$ cat src/rtl/neuromorphic_x1_pkg.sv
// -----------------------------------------------------------------------------
// neuromorphic_x1_pkg
// Shared definitions for the NEUROMORPHIC_X1 Wishbone bridge:
//   - bus and select widths
//   - default address-window constants
//   - bridge FSM state encoding
//   - address-window hit helper
// Optional feature macro used by the bridge: NEUROMORPHIC_X1_TIMEOUT_EN
// -----------------------------------------------------------------------------
package neuromorphic_x1_pkg;

    localparam int unsigned DATA_W = 32;
    localparam int unsigned SEL_W  = 4;

    localparam logic [DATA_W-1:0] DEFAULT_BASE_ADDR = 32'h3000_0000;
    localparam logic [DATA_W-1:0] DEFAULT_ADDR_MASK = 32'hFFFF_0000;

    typedef enum logic [1:0] {
        ST_IDLE = 2'd0,
        ST_REQ  = 2'd1,
        ST_RESP = 2'd2
    } state_t;

    // True when the masked byte address falls in the window starting at base.
    function automatic logic addr_hit(
        input logic [DATA_W-1:0] adr,
        input logic [DATA_W-1:0] base,
        input logic [DATA_W-1:0] mask
    );
        return ((adr & mask) == base);
    endfunction

endpackage

$ cat src/rtl/neuromorphic_x1_watchdog.sv
// -----------------------------------------------------------------------------
// neuromorphic_x1_watchdog
// Cycle counter that flags expiry once it has been enabled for LIMIT cycles
// since the last clear. The expire flag is registered and is high during the
// LIMIT-th enabled cycle, so the owner can act on it at the end of that cycle.
// Only instantiated when NEUROMORPHIC_X1_TIMEOUT_EN is defined.
//
// Ports:
//   i_clk     clock
//   i_rst     synchronous active-high reset
//   i_clear   restart counting (takes priority over enable)
//   i_enable  count this cycle
//   o_expire  registered expiry flag
// -----------------------------------------------------------------------------
module neuromorphic_x1_watchdog
    import neuromorphic_x1_pkg::*;
#(
    parameter int unsigned LIMIT = 1024
) (
    input  logic i_clk,
    input  logic i_rst,
    input  logic i_clear,
    input  logic i_enable,
    output logic o_expire
);

    localparam int unsigned CW = $clog2(LIMIT + 1);

    logic [CW-1:0] r_cnt;
    logic [CW-1:0] w_cnt_next;

    assign w_cnt_next = r_cnt + CW'(1);

    // Count enabled cycles; expiry is pre-computed one cycle ahead so the
    // flag is already high during the LIMIT-th enabled cycle.
    always_ff @(posedge i_clk) begin
        if (i_rst) begin
            r_cnt    <= '0;
            o_expire <= 1'b0;
        end else if (i_clear) begin
            r_cnt    <= '0;
            o_expire <= 1'b0;
        end else if (i_enable) begin
            r_cnt    <= w_cnt_next;
            o_expire <= (w_cnt_next == CW'(LIMIT - 1));
        end
    end

endmodule

$ cat src/rtl/neuromorphic_x1_wb_bridge.sv
// -----------------------------------------------------------------------------
// neuromorphic_x1_wb_bridge
// Wishbone-classic slave that turns bus cycles hitting an address window into
// single-outstanding EN / func_ack handshakes with the NEUROMORPHIC_X1 macro.
//
// Optional feature macro: NEUROMORPHIC_X1_TIMEOUT_EN
//   defined   : a watchdog ends REQ after TIMEOUT_CYCLES and answers with err
//   undefined : REQ waits for func_ack indefinitely, wbs_err_o is constant 0
//
// Ports:
//   CLKin, RSTin              clock, synchronous active-high reset
//   wbs_cyc_i .. wbs_dat_i    Wishbone request from the bus master
//   wbs_ack_o, wbs_err_o      one-cycle transfer termination
//   wbs_dat_o                 last read data (held across writes)
//   EN, R_WB, DI, AD, SEL     request to the macro, held stable during REQ
//   DO, func_ack              macro read data and completion pulse
//   busy                      high while a transfer is in REQ or RESP
// -----------------------------------------------------------------------------
module neuromorphic_x1_wb_bridge
    import neuromorphic_x1_pkg::*;
#(
    parameter logic [DATA_W-1:0] BASE_ADDR      = DEFAULT_BASE_ADDR,
    parameter logic [DATA_W-1:0] ADDR_MASK      = DEFAULT_ADDR_MASK,
    parameter int unsigned       TIMEOUT_CYCLES = 1024
) (
    input  logic              CLKin,
    input  logic              RSTin,
    input  logic              wbs_cyc_i,
    input  logic              wbs_stb_i,
    input  logic              wbs_we_i,
    input  logic [SEL_W-1:0]  wbs_sel_i,
    input  logic [DATA_W-1:0] wbs_adr_i,
    input  logic [DATA_W-1:0] wbs_dat_i,
    output logic              wbs_ack_o,
    output logic              wbs_err_o,
    output logic [DATA_W-1:0] wbs_dat_o,
    output logic              EN,
    output logic              R_WB,
    output logic [DATA_W-1:0] DI,
    output logic [DATA_W-1:0] AD,
    output logic [SEL_W-1:0]  SEL,
    input  logic [DATA_W-1:0] DO,
    input  logic              func_ack,
    output logic              busy
);

    state_t r_state;
    logic   r_abort;
    logic   w_accept;
    logic   w_aborted;
    logic   w_expire;

    assign w_accept  = (r_state == ST_IDLE) & wbs_cyc_i & wbs_stb_i
                     & addr_hit(wbs_adr_i, BASE_ADDR, ADDR_MASK);

    // The master may drop cyc in the very cycle func_ack arrives; that still
    // counts as an abort, so the registered flag is combined with the live pin.
    assign w_aborted = r_abort | ~wbs_cyc_i;

`ifdef NEUROMORPHIC_X1_TIMEOUT_EN
    neuromorphic_x1_watchdog #(
        .LIMIT    (TIMEOUT_CYCLES)
    ) u_watchdog (
        .i_clk    (CLKin),
        .i_rst    (RSTin),
        .i_clear  (w_accept),
        .i_enable (r_state == ST_REQ),
        .o_expire (w_expire)
    );
`else
    assign w_expire = 1'b0;
`endif

    // Bridge FSM with all bus and macro outputs registered.
    always_ff @(posedge CLKin) begin
        if (RSTin) begin
            r_state   <= ST_IDLE;
            r_abort   <= 1'b0;
            EN        <= 1'b0;
            R_WB      <= 1'b1;
            DI        <= '0;
            AD        <= '0;
            SEL       <= '0;
            wbs_ack_o <= 1'b0;
            wbs_err_o <= 1'b0;
            wbs_dat_o <= '0;
            busy      <= 1'b0;
        end else begin
            case (r_state)
                ST_IDLE: begin
                    wbs_ack_o <= 1'b0;
                    wbs_err_o <= 1'b0;
                    if (w_accept) begin
                        EN      <= 1'b1;
                        R_WB    <= ~wbs_we_i;
                        DI      <= wbs_dat_i;
                        AD      <= wbs_adr_i & ~ADDR_MASK;
                        SEL     <= wbs_sel_i;
                        r_abort <= 1'b0;
                        busy    <= 1'b1;
                        r_state <= ST_REQ;
                    end
                end
                ST_REQ: begin
                    if (!wbs_cyc_i) begin
                        r_abort <= 1'b1;
                    end
                    // func_ack beats a watchdog expiry in the same cycle.
                    if (func_ack) begin
                        EN        <= 1'b0;
                        if (R_WB) begin
                            wbs_dat_o <= DO;
                        end
                        wbs_ack_o <= ~w_aborted;
                        r_state   <= ST_RESP;
                    end else if (w_expire) begin
                        EN        <= 1'b0;
                        wbs_err_o <= ~w_aborted;
                        r_state   <= ST_RESP;
                    end
                end
                ST_RESP: begin
                    wbs_ack_o <= 1'b0;
                    wbs_err_o <= 1'b0;
                    busy      <= 1'b0;
                    r_state   <= ST_IDLE;
                end
                default: begin
                    EN        <= 1'b0;
                    wbs_ack_o <= 1'b0;
                    wbs_err_o <= 1'b0;
                    busy      <= 1'b0;
                    r_state   <= ST_IDLE;
                end
            endcase
        end
    end

endmodule
$ cat config.mk
export PLATFORM = sky130hd
export DESIGN_NAME = neuromorphic_x1_wb_bridge
export DESIGN_NICKNAME = d
export VERILOG_FILES = /design/src/rtl/neuromorphic_x1_pkg.sv /design/src/rtl/neuromorphic_x1_watchdog.sv /design/src/rtl/neuromorphic_x1_wb_bridge.sv
export SDC_FILE = /design/constraint.sdc
export NUM_CORES = 1
export LEC_CHECK = 0
export CORE_ASPECT_RATIO = 0.5
export CORE_UTILIZATION = 40
export CTS_CLUSTER_SIZE = 20
export DETAILED_ROUTE_END_ITERATION = 7
export PLACE_DENSITY = 0.94
export SLEW_MARGIN = 0
export SYNTH_ARGS = -nofsm -noshare
export SYNTH_HDL_FRONTEND = slang
export SYNTH_SLANG_ARGS = --single-unit
$ cat constraint.sdc
create_clock -name CLKin -period 3 [get_ports CLKin]
set_input_delay 0.6 -clock CLKin [delete_from_list [all_inputs] [get_ports CLKin]]
set_output_delay 0.6 -clock CLKin [all_outputs]
set_load 0.05 [all_outputs]
; After elaboration in Yosys (flattened, before gate mapping)
; Cells that the tools add are included.
[op_classes]
bitwise_logic = 9
eq_ne = 6
n_mux = 10
reduce_logical = 9
[ops]
columns = operator, n
row1 = $eq A16 B14 Y1 const B, 1
row2 = $reduce_and A3 Y1, 3
row3 = $ne A2 B2 Y1 const B, 3
row4 = $reduce_and A2 Y1, 3
row5 = $not A1 Y1, 5
row6 = $mux W1, 4
row7 = $mux W2, 2
row8 = $pmux W1 S2, 2
row9 = $pmux W2 S2, 1
row10 = $and A1 B1 Y1, 3
row11 = $pmux W1 S3, 1
row12 = $eq A2 B1 Y1 const B, 1
row13 = $eq A2 B2 Y1 const B, 1
row14 = $logic_not A2 Y1, 1
row15 = $reduce_bool A2 Y1, 1
row16 = $reduce_or A2 Y1, 1
row17 = $or A1 B1 Y1, 1
[word_totals]
output_inout_bits = 105
regBits = 91
wordCells = 44

; Logic depth before layout (Yosys ltp)
; Gate-level depths: netlist of the first run.
[depth]
ltp_word = 6
mapped_depth = 6

; Worst setup path before layout of the first run
; Ideal clock, no wire load.
[synth_timing]
path_kind = input to register
from = input wbs_adr_i[26]
to = register DI[10]
cell_stages = 6
path_buffers = 2
setup_ns = 0.116
arrival_time_ns = 1.821
setup_slack_ns = 1.063
required_ns = 2.884
path_cell_list = nor4bb_1 > nand3_1 > or2_1 > buf_6 > buf_6 > a31o_1
[synth_between]
elab_chain_cells = 3
[synth_rtl]
columns = element, line_no
row1 = from (decl), neuromorphic_x1_wb_bridge.sv:32  ; input logic [DATA_W-1:0] wbs_adr_i,
row2 = $eq A16 B14 Y1, neuromorphic_x1_pkg.sv:30  ; return ((adr & mask) == base);
row3 = $and A1 B1 Y1, neuromorphic_x1_wb_bridge.sv:54  ; & addr_hit(wbs_adr_i, BASE_ADDR, ADDR_MASK);
row4 = $reduce_and A2 Y1 (no line), n/a
row5 = to (signal assigned), neuromorphic_x1_wb_bridge.sv:96  ; DI <= wbs_dat_i;
row6 = to (decl), neuromorphic_x1_wb_bridge.sv:39  ; output logic [DATA_W-1:0] DI,
; No other way between the ends.
; A chain may end at the register's enable or synchronous reset.

; Worst setup path in the final report of the first run
[layout_timing]
from = input wbs_adr_i[28]
to = register AD[4]
[layout_between]
elab_chain_cells = 3
[layout_rtl]
columns = element, line_no
row1 = $eq A16 B14 Y1, neuromorphic_x1_pkg.sv:30
row2 = $and A1 B1 Y1, neuromorphic_x1_wb_bridge.sv:54
row3 = $reduce_and A2 Y1 (no line), n/a
row4 = to (signal assigned), neuromorphic_x1_wb_bridge.sv:97  ; AD <= wbs_adr_i & ~ADDR_MASK;
row5 = to (decl), neuromorphic_x1_wb_bridge.sv:40  ; output logic [DATA_W-1:0] AD,
; No other way between the ends.

==> flow_summary.yaml, run 1 <==
synth:
  syn_inst: 377
  async_flop_share_pct: 0
  yosys.area.top_type: "dfxtp_1"
  synth_cell_type_count: 24
  syn-cell-area_um2: 3620
  syn_area_per_cell_um2: 9.60
  synthTopCellsByCount: "dfxtp_1, nand2_1, nor4b_1, a21oi_1, clkbuf_1"
  synth_edf_count: 0
  synthTopCellsByArea: "dfxtp_1, nor4b_1, nand2_1"
  synth-warning-count: 0
  synth.top_cell.area_share_pct: 50.3
  yosysMostFrequentCell: "dfxtp_1"
  ys_seq_area_share_pct: 50.3
  ys.flop_type: "dfxtp_1"
  synth-seq-cells: 91
placed_design:
  dp.cells: 656
  port_buffers: 193
  gp_congestion: 0.707
  dpl_cell_area_um2: 5510
  dp_hpwl_mm: 6.85
critical_path:
  cp-startpoint: "wbs_adr_i[28]"
  cp_max_fo: 53
  required_ns: 3.28
  startpoint_type: "input pin"
  critPathCaptureType: "flip-flop"
  endpoint: "AD[4]"
  worstRegToRegCells: 5
  reg2reg_to: "AD[4]"
  cp.arrival_ns: 2.59
  cpPeakStageDelay_ns: 0.49
  r2r-start: "r_state[1]"
  worstPathCellList: "clkdlybuf4s50_1 > nor4bb_1 > nand3_2 > buf_4 > nor4b_1 > a31o_2"
  critPathSlowestCell: "nor4b_1"
  ff2ff_setup_slack_ns: 1.19
  path_class: "input pin to flip-flop"
cts:
  cts_hold_buf: 0
  cts_root_buffer: "clkbuf_16"
  clkTransAtPathRegs_ns: 0.06
  cts.htree.levels: 3
  cts_resized: 0
  clockBufferDepth: 2
  post-cts-setup-buffers: 0
  clock-sinks: 91
  cts_made_buffers: 9
  clock_latency_ns: 0.33
  cts_tree: "yes"
job:
  maxCapViolations: 0
cells_and_area:
  multi_input_area_um2: 1550
  synthToLayoutAreaGrowth_pct: 60.5
  seqCellArea_um2: 1820
  final_cell_area_um2: 5810
  layout.filler_cells: 693
  n_antenna_cell: 0
  nets: 656
  drive_gt1_share_pct: 10.3
  fin_cells: 672
power:
  combPwrFrac_pct: 9.2
  power.switching_mw: 0.556
  powerDensity_nw_per_um2: 437
  leakage_nw: 1.99
  intPower_mw: 1.98
  peakVddDrop_v: 0.000280
  p_clk_share_pct: 43.2
  switching_share_pct: 21.9
  pwr-share-seq_pct: 47.6
timing:
  setup_violations: 0
  max_freq_ghz: 0.433
  worst_pin_slew_ns: 0.909
  period_share_pct: 77.0
  drv_slew: 0
  relSlewSlack_pct: 39.4
  tns_ns: 0
  fin_worst_skew_ns: 0.00525
  hold_viol_final: 0
  layout_min_cycle_time_ns: 2.31
  rsz0062_at_grt: "false"
grt:
  grt.overflow.total: 0
  grt_pass1_wl_mm: 16.3
  antenna_found_initial: 0
  track_usage_pct: 21.9
  grt_start_max_net_pins: 90
  first_global_vias: 3237
floorplanning:
  fp.coreArea_um2: 8740
  start_util_pct: 41.4
  io_pins: 211
  die_height_um: 69.3
  die_area_um2: 9450
  die_w_um: 137
  rows: 24
drt:
  ant_nets: 0
  wl_per_cell_um: 15.3
  firstDrtPassIters: 4
  vias: 3483
  postRouteWirelength_mm: 10.3
  viasPerCell: 5.18
  drt_iter0_drc: 159
  drc_errors: 0
min_path:
  min_path_type: "flip-flop to flip-flop"
outcome:
  status: "finished clean"
## registers in the layout (all words and copies together) (netlist names)
name and count:
r_state 2, wbs_ack_o 1, DI 32, busy 1, SEL 4, EN 1
R_WB 1, r_abort 1, wbs_dat_o 32, AD 16
## worst min path at each step
stage	from	endpoint	slack [ns]	cells after the start
floorplan	r_abort	r_abort	0.46	1
global placement	wbs_dat_o[23]	wbs_dat_o[23]	0.44	2
detailed placement	wbs_dat_o[15]	wbs_dat_o[15]	0.45	2
CTS	wbs_dat_o[15]	wbs_dat_o[15]	0.45	2
global route	wbs_dat_o[18]	wbs_dat_o[18]	0.47	2
finish	wbs_dat_o[15]	wbs_dat_o[15]	0.45	2
## worst max-delay path: cells and delay by family
| family | cells | cell delay (ns) |
|---|---|---|
| buffers and inverters | 2 | 0.77 |
| and+or+nand+nor | 3 | 1.03 |
| AOI/OAI and AO/OA | 1 | 0.18 |
## cell type report
type / count / share of cell area (%)
Clock buffer: 9 / 3.88
Sequential cell: 91 / 31.4
Multi-Input combinational cell: 244 / 26.6
Timing Repair Buffer: 201 / 34.2
Inverter: 3 / 0.194
Clock inverter: 7 / 1.19
Tap cell: 117 / 2.52
## per-layer routing
metal | share of wire, % | track usage, % | up-vias
li1 | - | - | 1678
met1 | 41 | 25.9 | 1674
met2 | 52 | 38.4 | 111
met3 | 4.7 | 5.85 | 20
met4 | 2.0 | 7.04 | 0
met5 | 0 | 0 | -
## through the flow
| step | total power, mW | hold WS, ns | util [%] | worst slack [ns] |
|---|---|---|---|---|
| 5_1_grt | 2.63 | 0.472 | 66.5 | 0.583 |
| 3_3_place_gp | 1.46 | 0.441 | 63.1 | 0.480 |
| 6_report | 2.54 | 0.453 | 66.5 | 0.690 |
| 4_1_cts | 2.57 | 0.454 | 66.5 | 0.696 |
| 3_5_place_dp | 1.47 | 0.446 | 63.1 | 0.408 |
| 2_1_floorplan | 1.34 | 0.460 | - | 1.06 |
## power groups by stage
| stage | sequential [mW] | combinational, mW | clock [mW] |
|---|---|---|---|
| floorplan | 1.24 | 0.105 | 0 |
| global placement | 1.24 | 0.230 | 0 |
| detailed placement | 1.24 | 0.230 | 0 |
| CTS | 1.21 | 0.232 | 1.13 |
| global route | 1.21 | 0.247 | 1.18 |
| finish | 1.21 | 0.233 | 1.10 |
## placed cells by master (no fill, tap or decap), drive strengths merged, types with 2 or more instances in the layout
cell type,synthesis,layout
buf,26,9
nor4,3,3
and3,2,2
nor4b,54,54
nor2,2,2
conb,1,17
a21oi,36,36
nand2,67,67
a31o,53,53
clkinvlp,0,2
nand3,3,3
inv,3,3
clkbuf,29,9
nand2b,2,2
clkdlybuf4s50,0,192
clkinv,0,4
dfxtp,91,91
## logic make-up (layout without fill, tap and decap cells)
logic type      count (synthesis)  count (layout)  synth area share, %
other cells                     1              17                0.104
compound gates                 91              91                 18.1
flops                          91              91                 50.3
simple gates                  136             136                 22.6
buf+inv                        58             220                 8.78
Power figures use the tool's default switching activity.
==> inputs of run 2 (changes only) <==
- CORE_UTILIZATION: 40 -> 38
- PLACE_DENSITY: 0.94 -> 0.91
- clock period: 3 -> 2.2 ns (I/O delays scaled with it)
==> run 2 against run 1 <==
Die area up 5.1%. Cell count up 1.0%. Clock power increased by 30%. Count of clock-buffer cells in the layout grew 4. Sequential cell count stayed put. Total power grew 34%. Largest power group unchanged. Combinational power grew 40%. Non-clock buffer count grew 8. Hold slack lost 0.0018 ns. Register-to-register slack got worse by 0.76 ns. Global-route usage increased by 0.35 points.
==> flow_summary.yaml, run 2 (synthesized netlist as in run 1, its figures left out) <==
outcome:
  status: "finished clean"
cells_and_area:
  n_antenna_cell: 0
  nets: 664
  final_common_cell: "clkdlybuf4s50_1"
  post-route-util_pct: 65.5
  layout.filler_cells: 688
  synthToLayoutAreaGrowth_pct: 62.6
  top_regs: "DI x32, wbs_dat_o x32, AD x16"
  final_cell_mix: "clkdlybuf4s50_1, dfxtp_1, nand2_1"
  drive_gt1_share_pct: 11.7
  final_cell_area_um2: 5880
critical_path:
  cpPeakStageDelay_ns: 0.52
  worstPathCellList: "clkdlybuf4s50_1 > nor4bb_1 > nand3_2 > buf_4 > nor4b_2 > a31o_2"
  required_ns: 2.47
  path_class: "input pin to flip-flop"
  critPathBufInv: 2
  critPathCaptureType: "flip-flop"
  startpoint_type: "input pin"
  critPathSlowestCell: "clkdlybuf4s50_1"
  cp.arrival_ns: 2.44
  cp_max_fo: 53
  path_delay_family: "simple AND/OR/NAND/NOR gates"
cts:
  clock_latency_ns: 0.33
  clock-sinks: 91
  cts_tree: "yes"
  clkTransAtPathRegs_ns: 0.06
  clockBufferDepth: 2
  cts_made_buffers: 9
  cts.htree.levels: 3
  cts_root_buffer: "clkbuf_16"
power:
  intPower_mw: 2.68
  power.switching_mw: 0.721
  peakVddDrop_v: 0.000386
  combPwrFrac_pct: 9.6
  pwr-share-seq_pct: 48.4
  powerDensity_nw_per_um2: 578
  leakage_nw: 2.04
  power_mw: 3.40
  p_clk_share_pct: 42.0
  switching_share_pct: 21.2
placed_design:
  port_buffers: 193
  gp_congestion: 0.753
  dp_hpwl_mm: 7.47
  dpl_cell_area_um2: 5590
timing:
  fin_worst_skew_ns: 0.00432
  layout_min_cycle_time_ns: 2.17
  rsz0062_at_grt: "true"
  drv_slew: 0
  max_freq_ghz: 0.461
  hold_viol_final: 0
  worst_pin_slew_ns: 0.964
  setup_violations: 0
  relSlewSlack_pct: 35.6
  period_share_pct: 98.6
grt:
  grt_pass1_wl_mm: 17.1
  track_usage_pct: 22.2
  first_global_vias: 3366
  antenna_found_initial: 0
  grt_start_max_net_pins: 56
  grt.overflow.total: 0
floorplanning:
  io_pins: 211
  die_area_um2: 9940
  fp.coreArea_um2: 8980
  die_w_um: 140
  die_height_um: 71
  start_util_pct: 40.3
  rows: 24
drt:
  drt_iter0_drc: 146
  viasPerCell: 5.27
  wl_per_cell_um: 16.2
  ant_nets: 0
  postRouteWirelength_mm: 11.0
  firstDrtPassIters: 5
  vias: 3575
  drc_errors: 0
job:
  maxCapViolations: 0
min_path:
  min_path_type: "flip-flop to flip-flop"
-- run 2: cell types whose count changed in the layout (fill, tap and decap cells not counted), sizes merged --
| cell | previous run | this run |
|---|---|---|
| clkbuf | 9 | 13 |
| clkinvlp | 2 | 0 |
| bufinv | 1 | 0 |
| buf | 9 | 17 |
| clkinv | 4 | 2 |
-- run 2: layout make-up --
class                           count  area, um^2  area share [%]
Clock buffer                       13         270            4.59
Clock inverter                      2        10.0           0.170
Inverter                            3        11.3           0.191
Multi-Input combinational cell    244        1570            26.6
Sequential cell                    91        1820            31.0
Tap cell                          117         146            2.49
Timing Repair Buffer              209        2060            35.0
-- run 2: path summary, 6_finish.rpt --
check | startpoint | endpoint | slack [ns] | cells after the start
max | wbs_adr_i[28] | AD[5] | 0.03 | 6
min | wbs_dat_o[19] | wbs_dat_o[19] | 0.45 | 2
max reg2reg | r_state[1] | AD[5] | 0.43 | 5
min reg2reg | wbs_dat_o[19] | wbs_dat_o[19] | 0.45 | 2
-- run 2: timing repair --
action	4_1_cts	5_1_grt
setup endpoints to repair	1	8
resized for setup	1	2
pin swaps	0	0
cloned	0	0
hold buffers	0	0
setup buffers	0	0
hold endpoints to repair	0	0
-- run 2: worst reg2reg max path: cells and delay by family (launching register included) --
family / cells / cell delay (ns)
AO/OA/AOI/OAI: 1 / 0.18
buffers and inverters: 1 / 0.31
flip-flops: 1 / 0.33
AND/OR/NAND/NOR: 3 / 0.89
-- run 2: per-stage QoR --
step / std cells / setup TNS, ns / hold WS, ns / setup slack, ns
final: 679 / 0 / 0.451 / 0.0304
after global placement: 664 / -8.90 / 0.441 / -0.182
after detailed placement: 664 / -11.56 / 0.446 / -0.259
after floorplan: 393 / 0 / 0.460 / 0.423
after CTS: 679 / 0 / 0.454 / 0.0716
after global routing: 679 / -0.0864 / 0.468 / -0.0198
-- run 2: per-layer routing --
metal,vias to the layer above,share of wire (%),wire (um),global-route usage (%)
li1,1696,-,-,-
met1,1712,40,4440,24.8
met2,144,52,5710,40.1
met3,23,5.2,577,6.43
met4,0,2.5,276,9.89
met5,-,0,0,0
-- run 2: power by group through the flow --
stage / registers (mW) / logic (mW) / clock network [mW]
CTS: 1.65 / 0.325 / 1.46
detailed placement: 1.68 / 0.323 / 0
finish: 1.65 / 0.327 / 1.43
floorplan: 1.68 / 0.143 / 0
global route: 1.65 / 0.342 / 1.55
global placement: 1.68 / 0.320 / 0
